$ cat src/rtl/fifo_pkg.sv
// Shared pointer helpers for the async FIFO read and write controllers.
// Gray/binary conversions work on any width up to 32 bits; callers truncate.
package fifo_pkg;

  localparam int FIFO_ADDR_WIDTH = 4;
  localparam int PTR_WIDTH       = FIFO_ADDR_WIDTH + 1;

  function automatic logic [31:0] bin2gray(
    input logic [31:0] b
  );
    return b ^ (b >> 1);
  endfunction

  // Upper bits of g must be zero so the prefix XOR starts clean.
  function automatic logic [31:0] gray2bin(
    input logic [31:0] g
  );
    logic [31:0] b;
    b = '0;
    b[31] = g[31];
    for (int i = 30; i >= 0; i--) begin
      b[i] = b[i+1] ^ g[i];
    end
    return b;
  endfunction

endpackage

$ cat src/rtl/fifo_read_ctrl_gray_to_bin.sv
// Combinational Gray-to-binary decoder: each binary bit is the XOR
// of all Gray bits at or above its position.
module gray_to_bin #(
  parameter int W = 5
) (
  input  logic [W-1:0] i_gray,
  output logic [W-1:0] o_bin
);

  for (genvar i = 0; i < W; i++) begin : g_bit
    assign o_bin[i] = ^i_gray[W-1:i];
  end

endmodule

$ cat src/rtl/fifo_read_ctrl.sv
// Read-side pointer/flag controller for the async FIFO.
// Every output comes straight from a flop; the Gray pointer feeds a CDC sync.
module fifo_read_ctrl
  import fifo_pkg::*;
#(
  parameter int ADDR_WIDTH = FIFO_ADDR_WIDTH
) (
  input  logic                  i_clk,
  input  logic                  i_rst,
  input  logic                  i_rd_en,
  input  logic [ADDR_WIDTH:0]   i_wr_ptr_gray,
  output logic [ADDR_WIDTH-1:0] o_rd_addr,
  output logic [ADDR_WIDTH:0]   o_rd_ptr_gray,
  output logic                  o_rd_ack,
  output logic                  o_empty,
  output logic [ADDR_WIDTH:0]   o_level,
  output logic                  o_underflow
);

  localparam int PW = ADDR_WIDTH + 1;

  logic [PW-1:0] rd_ptr_q, rd_ptr_d;
  logic [PW-1:0] rd_gray_q, rd_gray_d;
  logic [PW-1:0] level_q, level_d;
  logic          empty_q, empty_d;
  logic          ack_q, ack_d;
  logic          uflow_q, uflow_d;
  logic [PW-1:0] wr_bin;
  logic          accept;

  gray_to_bin #(
    .W (PW)
  ) u_wr_g2b (
    .i_gray (i_wr_ptr_gray),
    .o_bin  (wr_bin)
  );

  assign accept = i_rd_en & ~empty_q;

  // Flags are computed from the post-accept pointer so the last read
  // raises empty on the same edge.
  always_comb begin
    rd_ptr_d  = rd_ptr_q + PW'(accept);
    rd_gray_d = PW'(bin2gray(32'(rd_ptr_d)));
    empty_d   = (rd_gray_d == i_wr_ptr_gray);
    level_d   = wr_bin - rd_ptr_d;
    ack_d     = accept;
    uflow_d   = uflow_q | (i_rd_en & empty_q);
  end

  always_ff @(posedge i_clk) begin
    if (i_rst) begin
      rd_ptr_q  <= '0;
      rd_gray_q <= '0;
      level_q   <= '0;
      empty_q   <= 1'b1;
      ack_q     <= 1'b0;
      uflow_q   <= 1'b0;
    end else begin
      rd_ptr_q  <= rd_ptr_d;
      rd_gray_q <= rd_gray_d;
      level_q   <= level_d;
      empty_q   <= empty_d;
      ack_q     <= ack_d;
      uflow_q   <= uflow_d;
    end
  end

  assign o_rd_addr     = rd_ptr_q[ADDR_WIDTH-1:0];
  assign o_rd_ptr_gray = rd_gray_q;
  assign o_rd_ack      = ack_q;
  assign o_empty       = empty_q;
  assign o_level       = level_q;
  assign o_underflow   = uflow_q;

endmodule
$ cat config.mk
export PLATFORM = sky130hd
export DESIGN_NAME = fifo_read_ctrl
export DESIGN_NICKNAME = d
export VERILOG_FILES = /design/src/rtl/fifo_pkg.sv /design/src/rtl/fifo_read_ctrl_gray_to_bin.sv /design/src/rtl/fifo_read_ctrl.sv
export SDC_FILE = /design/constraint.sdc
export NUM_CORES = 1
export LEC_CHECK = 0
export CAP_MARGIN = 20
export CORE_MARGIN = 2
export CORE_UTILIZATION = 46
export CTS_CLUSTER_DIAMETER = 30
export DETAILED_ROUTE_END_ITERATION = 8
export HOLD_SLACK_MARGIN = 0.12
export PLACE_DENSITY = 0.77
export RECOVER_POWER = 50
export SLEW_MARGIN = 25
export SYNTH_ARGS = -nofsm -noshare
export SYNTH_HDL_FRONTEND = slang
export SYNTH_SLANG_ARGS = --single-unit
$ cat constraint.sdc
create_clock -name i_clk -period 3.85 [get_ports i_clk]
set_clock_uncertainty 0.15 [all_clocks]
set_input_delay 0.385 -clock i_clk [delete_from_list [all_inputs] [get_ports i_clk]]
set_output_delay 0.385 -clock i_clk [all_outputs]
set_load 0.02 [all_outputs]
; Word-level counts from Yosys, hierarchy flattened
; Index checks and enable logic that the tools add are counted.
[classes]
multipliers = 0
n_shift = 0
n_mux = 0
n_div = 0
n_eq_ne = 1
order_cmp = 0
bitwise_logic = 5
n_reduce_logical = 4
n_addsub = 2
[ops]
columns = operator, count
row1 = $add A5 B1 Y5, 1
row2 = $eq A5 B5 Y1, 1
row3 = $reduce_xor A5 Y1, 1
row4 = $sub A5 B5 Y5, 1
row5 = $xor A5 B4 Y5, 1
row6 = $reduce_xor A4 Y1, 1
row7 = $reduce_xor A3 Y1, 1
row8 = $and A1 B1 Y1, 2
row9 = $reduce_xor A2 Y1, 1
row10 = $not A1 Y1, 1
row11 = $or A1 B1 Y1, 1
[word_totals]
latch_bits = 0
romBits = 0
out_inout_bits = 17
ram_bits = 0
in_bits = 8
reg_bits = 18
word_cells = 18
memories = 0

; Longest topological paths before layout
[depth]
depth_word = 5
ltp_mapped = 10
ltp_nobuf = 10

; By module
; A second synthesis with hierarchy kept.
[hier_totals]
hier_cells = 90
hier_area_um2 = 915.9
[by_module_without_submodules]
columns = module, instances, area_per_inst_um2, cells_each
row1 = fifo_read_ctrl, 1, 843.3, 84
row2 = gray_to_bin, 1, 72.6, 6

; Least setup slack after synthesis
; Ideal clock, no wire load.
[synth_path]
path_kind = input-to-reg
startpoint = input i_wr_ptr_gray[4]
endpoint = register level_q[4], in the netlist o_level[4]
arrival_ns = 2.519
n_path_buf = 0
t_required_ns = 3.572
cell_stages = 10
setup_ns = 0.128
setup_slack_ns = 1.053
path_cell_list = xor3_1 -> xor2_1 -> xnor2_1 -> ha_1 -> inv_1 -> fa_1 -> maj3_2 -> a21oi_1 -> xor2_1 -> nor2_1
[synth_via]
elab_chain_len = 2
[synth_lines]
columns = item, line
row1 = "start, declared", fifo_read_ctrl.sv:11  ; input logic [ADDR_WIDTH:0] i_wr_ptr_gray,
row2 = $reduce_xor A5 Y1 (tied with other cells), fifo_read_ctrl_gray_to_bin.sv:11  ; assign o_bin[i] = ^i_gray[W-1:i];
row3 = $sub A5 B5 Y5 *, fifo_read_ctrl.sv:46  ; level_d = wr_bin - rd_ptr_d;
row4 = "end signal, assigned", fifo_read_ctrl.sv:62  ; level_q <= level_d;
row5 = "end, declared", fifo_read_ctrl.sv:24  ; logic [PW-1:0] level_q, level_d;
; Mark *: on every way between the ends. The rest lies on a longest branch, timed or not.
; A chain may end at the register's enable or synchronous reset.

; Worst setup path after layout
; Ends and elaborated chain as after synthesis.

==> impl_metrics.csv <==
group,metric,value,unit
run_status,status,"finished, final reports clean",
clock_network,cts_tree,"done",
worst_hold_path,hold_class,"register to register",
floorplanning,initial_core_util,50.1,%
setup_path,endpoint_kind,"register",
timing,fmax,308,MHz
power_and_ir_drop,combPwrFrac,30.4,%
power_and_ir_drop,p_sw_share,29.5,%
clock_network,cts_setup_buffers,0,
synth,avgSynthCellArea,11.2,um2
final_layout,syn_to_final_growth,27.0,%
final_layout,design_area,1120,um2
placed_design,hpwlAfterDp,1190,um
floorplanning,io_pins,25,
timing,fin_crit_sh,84.3,%
clock_network,cts_inserted_buffers,3,
clock_network,cts.sinks,17,
grt,grt_use_total,15.7,%
clock_network,cts_root_buffer,"clkbuf_4",
grt,grt_pass1_wl,2400,um
clock_network,cts_resized,0,
setup_path,required,3870,ps
final_layout,fin_nets,119,
timing,finalCriticalPeriod,3240,ps
power_and_ir_drop,peakVddDrop,241,uV
detailed_routing,wirelength,1550,um
final_layout,drive_above_1_share,6.67,%
setup_path,startpoint_type,"primary input",
clock_network,cts.htree.levels,1,
run,maxCapViolations,0,
power_and_ir_drop,seqPwrFrac,46.9,%
clock_network,cts.hold.buffers_added,0,
detailed_routing,vias,601,
timing,drv_slew,0,
timing,setup_viol,0,
grt,antenna_found_initial,0,
detailed_routing,vias_per_cell,4.62,
floorplanning,die-height,47.9,um
power_and_ir_drop,intPower,0.294,mW
detailed_routing,drc,0,
placed_design,place_area,1150,um2
placed_design,place.gp.congestion,0.705,
final_layout,multi_input_comb_area,477,um2
power_and_ir_drop,switchingPower,0.123,mW
setup_path,crit_type,"primary input to register",
setup_path,arrival,3260,ps
detailed_routing,wl_per_cell,11.9,um
timing,tns,0,ps
placed_design,port_buffers,24,
clock_network,cts_buffer_depth,2,
timing,finalHoldViolCount,0,
floorplanning,fp.dieW,47.9,um
synth,synth-edff-count,0,
power_and_ir_drop,p_leak,0.484,nW
grt,grt_max_degree,18,
final_layout,seqCellArea,340,um2
setup_path,path_max_fanout,3,
power_and_ir_drop,p_clk_share,22.7,%
floorplanning,dieArea,2290,um2
final_layout,num-fill-cells,165,
synth,syn-instance-count,79,
timing,tightestPinTransition,950,ps
detailed_routing,dr.pass1.iters,1,
power_and_ir_drop,powerDensity,371,nW/um2
clock_network,clk_pin_slew,100,ps
synth,syn-num-nets,92,
floorplanning,fp.coreArea,1760,um2
grt,grt_overflow,0,
synth,synthFlopType,"dfxtp_1",
detailed_routing,ant_nets,0,
timing,relSlewSlack,36.2,%
grt,grt_pass1_vias,562,
final_layout,post-route-util,63.7,%
synth,synthArstFlopShare,0,%
synth,syn_area,885,um2
timing,rsz0062_at_grt,"false",
synth,ys_ff_latch,17,
synth,yosysWarningCount,0,
floorplanning,placement_rows,15,
final_layout,diodes,0,
synth,ys_types,25,
synth,synth-seq-area-share,38.5,%
clock_network,clk_latency,290,ps
detailed_routing,drt_iter0_markers,0,
==> through the flow <==
| step | setup slack, ps | power [mW] | hold WS (ps) | instances |
|---|---|---|---|---|
| finish | 606 | 0.417 | 324 | 130 |
| global route | 481 | 0.443 | 364 | 130 |
| CTS | 587 | 0.432 | 334 | 130 |
| detailed placement | 271 | 0.334 | 315 | 126 |
| global placement | 380 | 0.331 | 301 | 126 |
| floorplan | 1050 | 0.285 | 376 | 79 |
==> power by group through the flow <==
stage | registers (mW) | clock network, mW | logic (mW)
finish | 0.196 | 0.0946 | 0.127
global route | 0.197 | 0.108 | 0.138
CTS | 0.197 | 0.100 | 0.134
detailed placement | 0.201 | 0 | 0.133
global placement | 0.201 | 0 | 0.131
floorplan | 0.221 | 0 | 0.0643
==> placed cells by master, fill, tap and decap left out <==
master / synthesis / final
xor2_1: 5 / 7
and2_0: 1 / 2
inv_1: 2 / 2
clkbuf_4: 0 / 3
dfxtp_1: 17 / 17
nor2_1: 14 / 14
maj3_1: 1 / 1
mux2_2: 1 / 1
nand3_1: 1 / 1
clkinv_2: 0 / 1
fa_1: 1 / 1
maj3_2: 1 / 1
clkdlybuf4s50_1: 0 / 13
xor3_1: 1 / 1
xnor2_1: 14 / 15
xnor3_1: 1 / 1
a21o_1: 1 / 1
ha_1: 4 / 4
nor2b_1: 3 / 4
a21oi_1: 2 / 2
a41o_1: 1 / 1
dlygate4sd3_1: 0 / 11
nand4_2: 1 / 1
==> worst max-delay path, cell delays in order <==
cell,delay [ps]
clkdlybuf4s50_1,530
xor3_1,490
xor2_1,330
xnor2_1,170
ha_1,160
inv_1,60
fa_1,410
maj3_2,320
a21oi_1,190
xor2_1,160
nor2_1,50
==> worst paths after layout <==
kind	from	end	cells after the start	slack [ps]
worst max register to register	o_empty	o_level[4]	9	1150
worst min register to register	o_underflow	o_underflow	2	320
worst max-delay path	i_wr_ptr_gray[4]	o_level[4]	11	610
worst min-delay path	o_underflow	o_underflow	2	320
==> registers in the layout (all words and copies together), names as in the netlist <==
register and cells:
o_level 5, rd_ptr_q 5, o_rd_ptr_gray 4, o_empty 1
o_rd_ack 1, o_underflow 1
==> synth_stat cells (all sizes together), types with 2 or more instances <==
cell,instances,area [um2]
a21oi,2,10.0
nor2,14,52.6
maj3,2,21.3
xnor2,15,150
dfxtp,17,340
xor2,7,87.6
inv,2,7.51
and2,2,12.5
ha,4,50.1
clkbuf,2,7.51
nor2b,4,32.5
==> routing by layer <==
layer  vias to the layer above  share of wire, %  GRT usage (%)
met2                        15                50           24.3
met5                         -                 0              0
met4                         0              0.65           9.73
met1                       280                45           19.2
li1                        304                 -              -
met3                         2               4.0           4.53
==> cells by family (layout without fill, tap and decap cells) <==
kind of cell	after synthesis	after routing	synth area share, %
mux	1	1	1.27
flops	17	17	38.5
xor+xnor	24	24	32.1
fa+ha+maj	7	7	10.3
compound gates	4	4	3.11
buf+inv	4	30	1.70
simple gates	22	22	13.0
==> area by class of cell <==
class                      instances  area share, %
multi-input combinational         58           42.4
sequential                        17           30.3
timing repair buffer              24           21.4
tap                               25           2.78
clock buffer                       3           2.00
inverter                           2          0.668
clock inverter                     1          0.445
No activity file was read; power rests on OpenSTA's default activity.
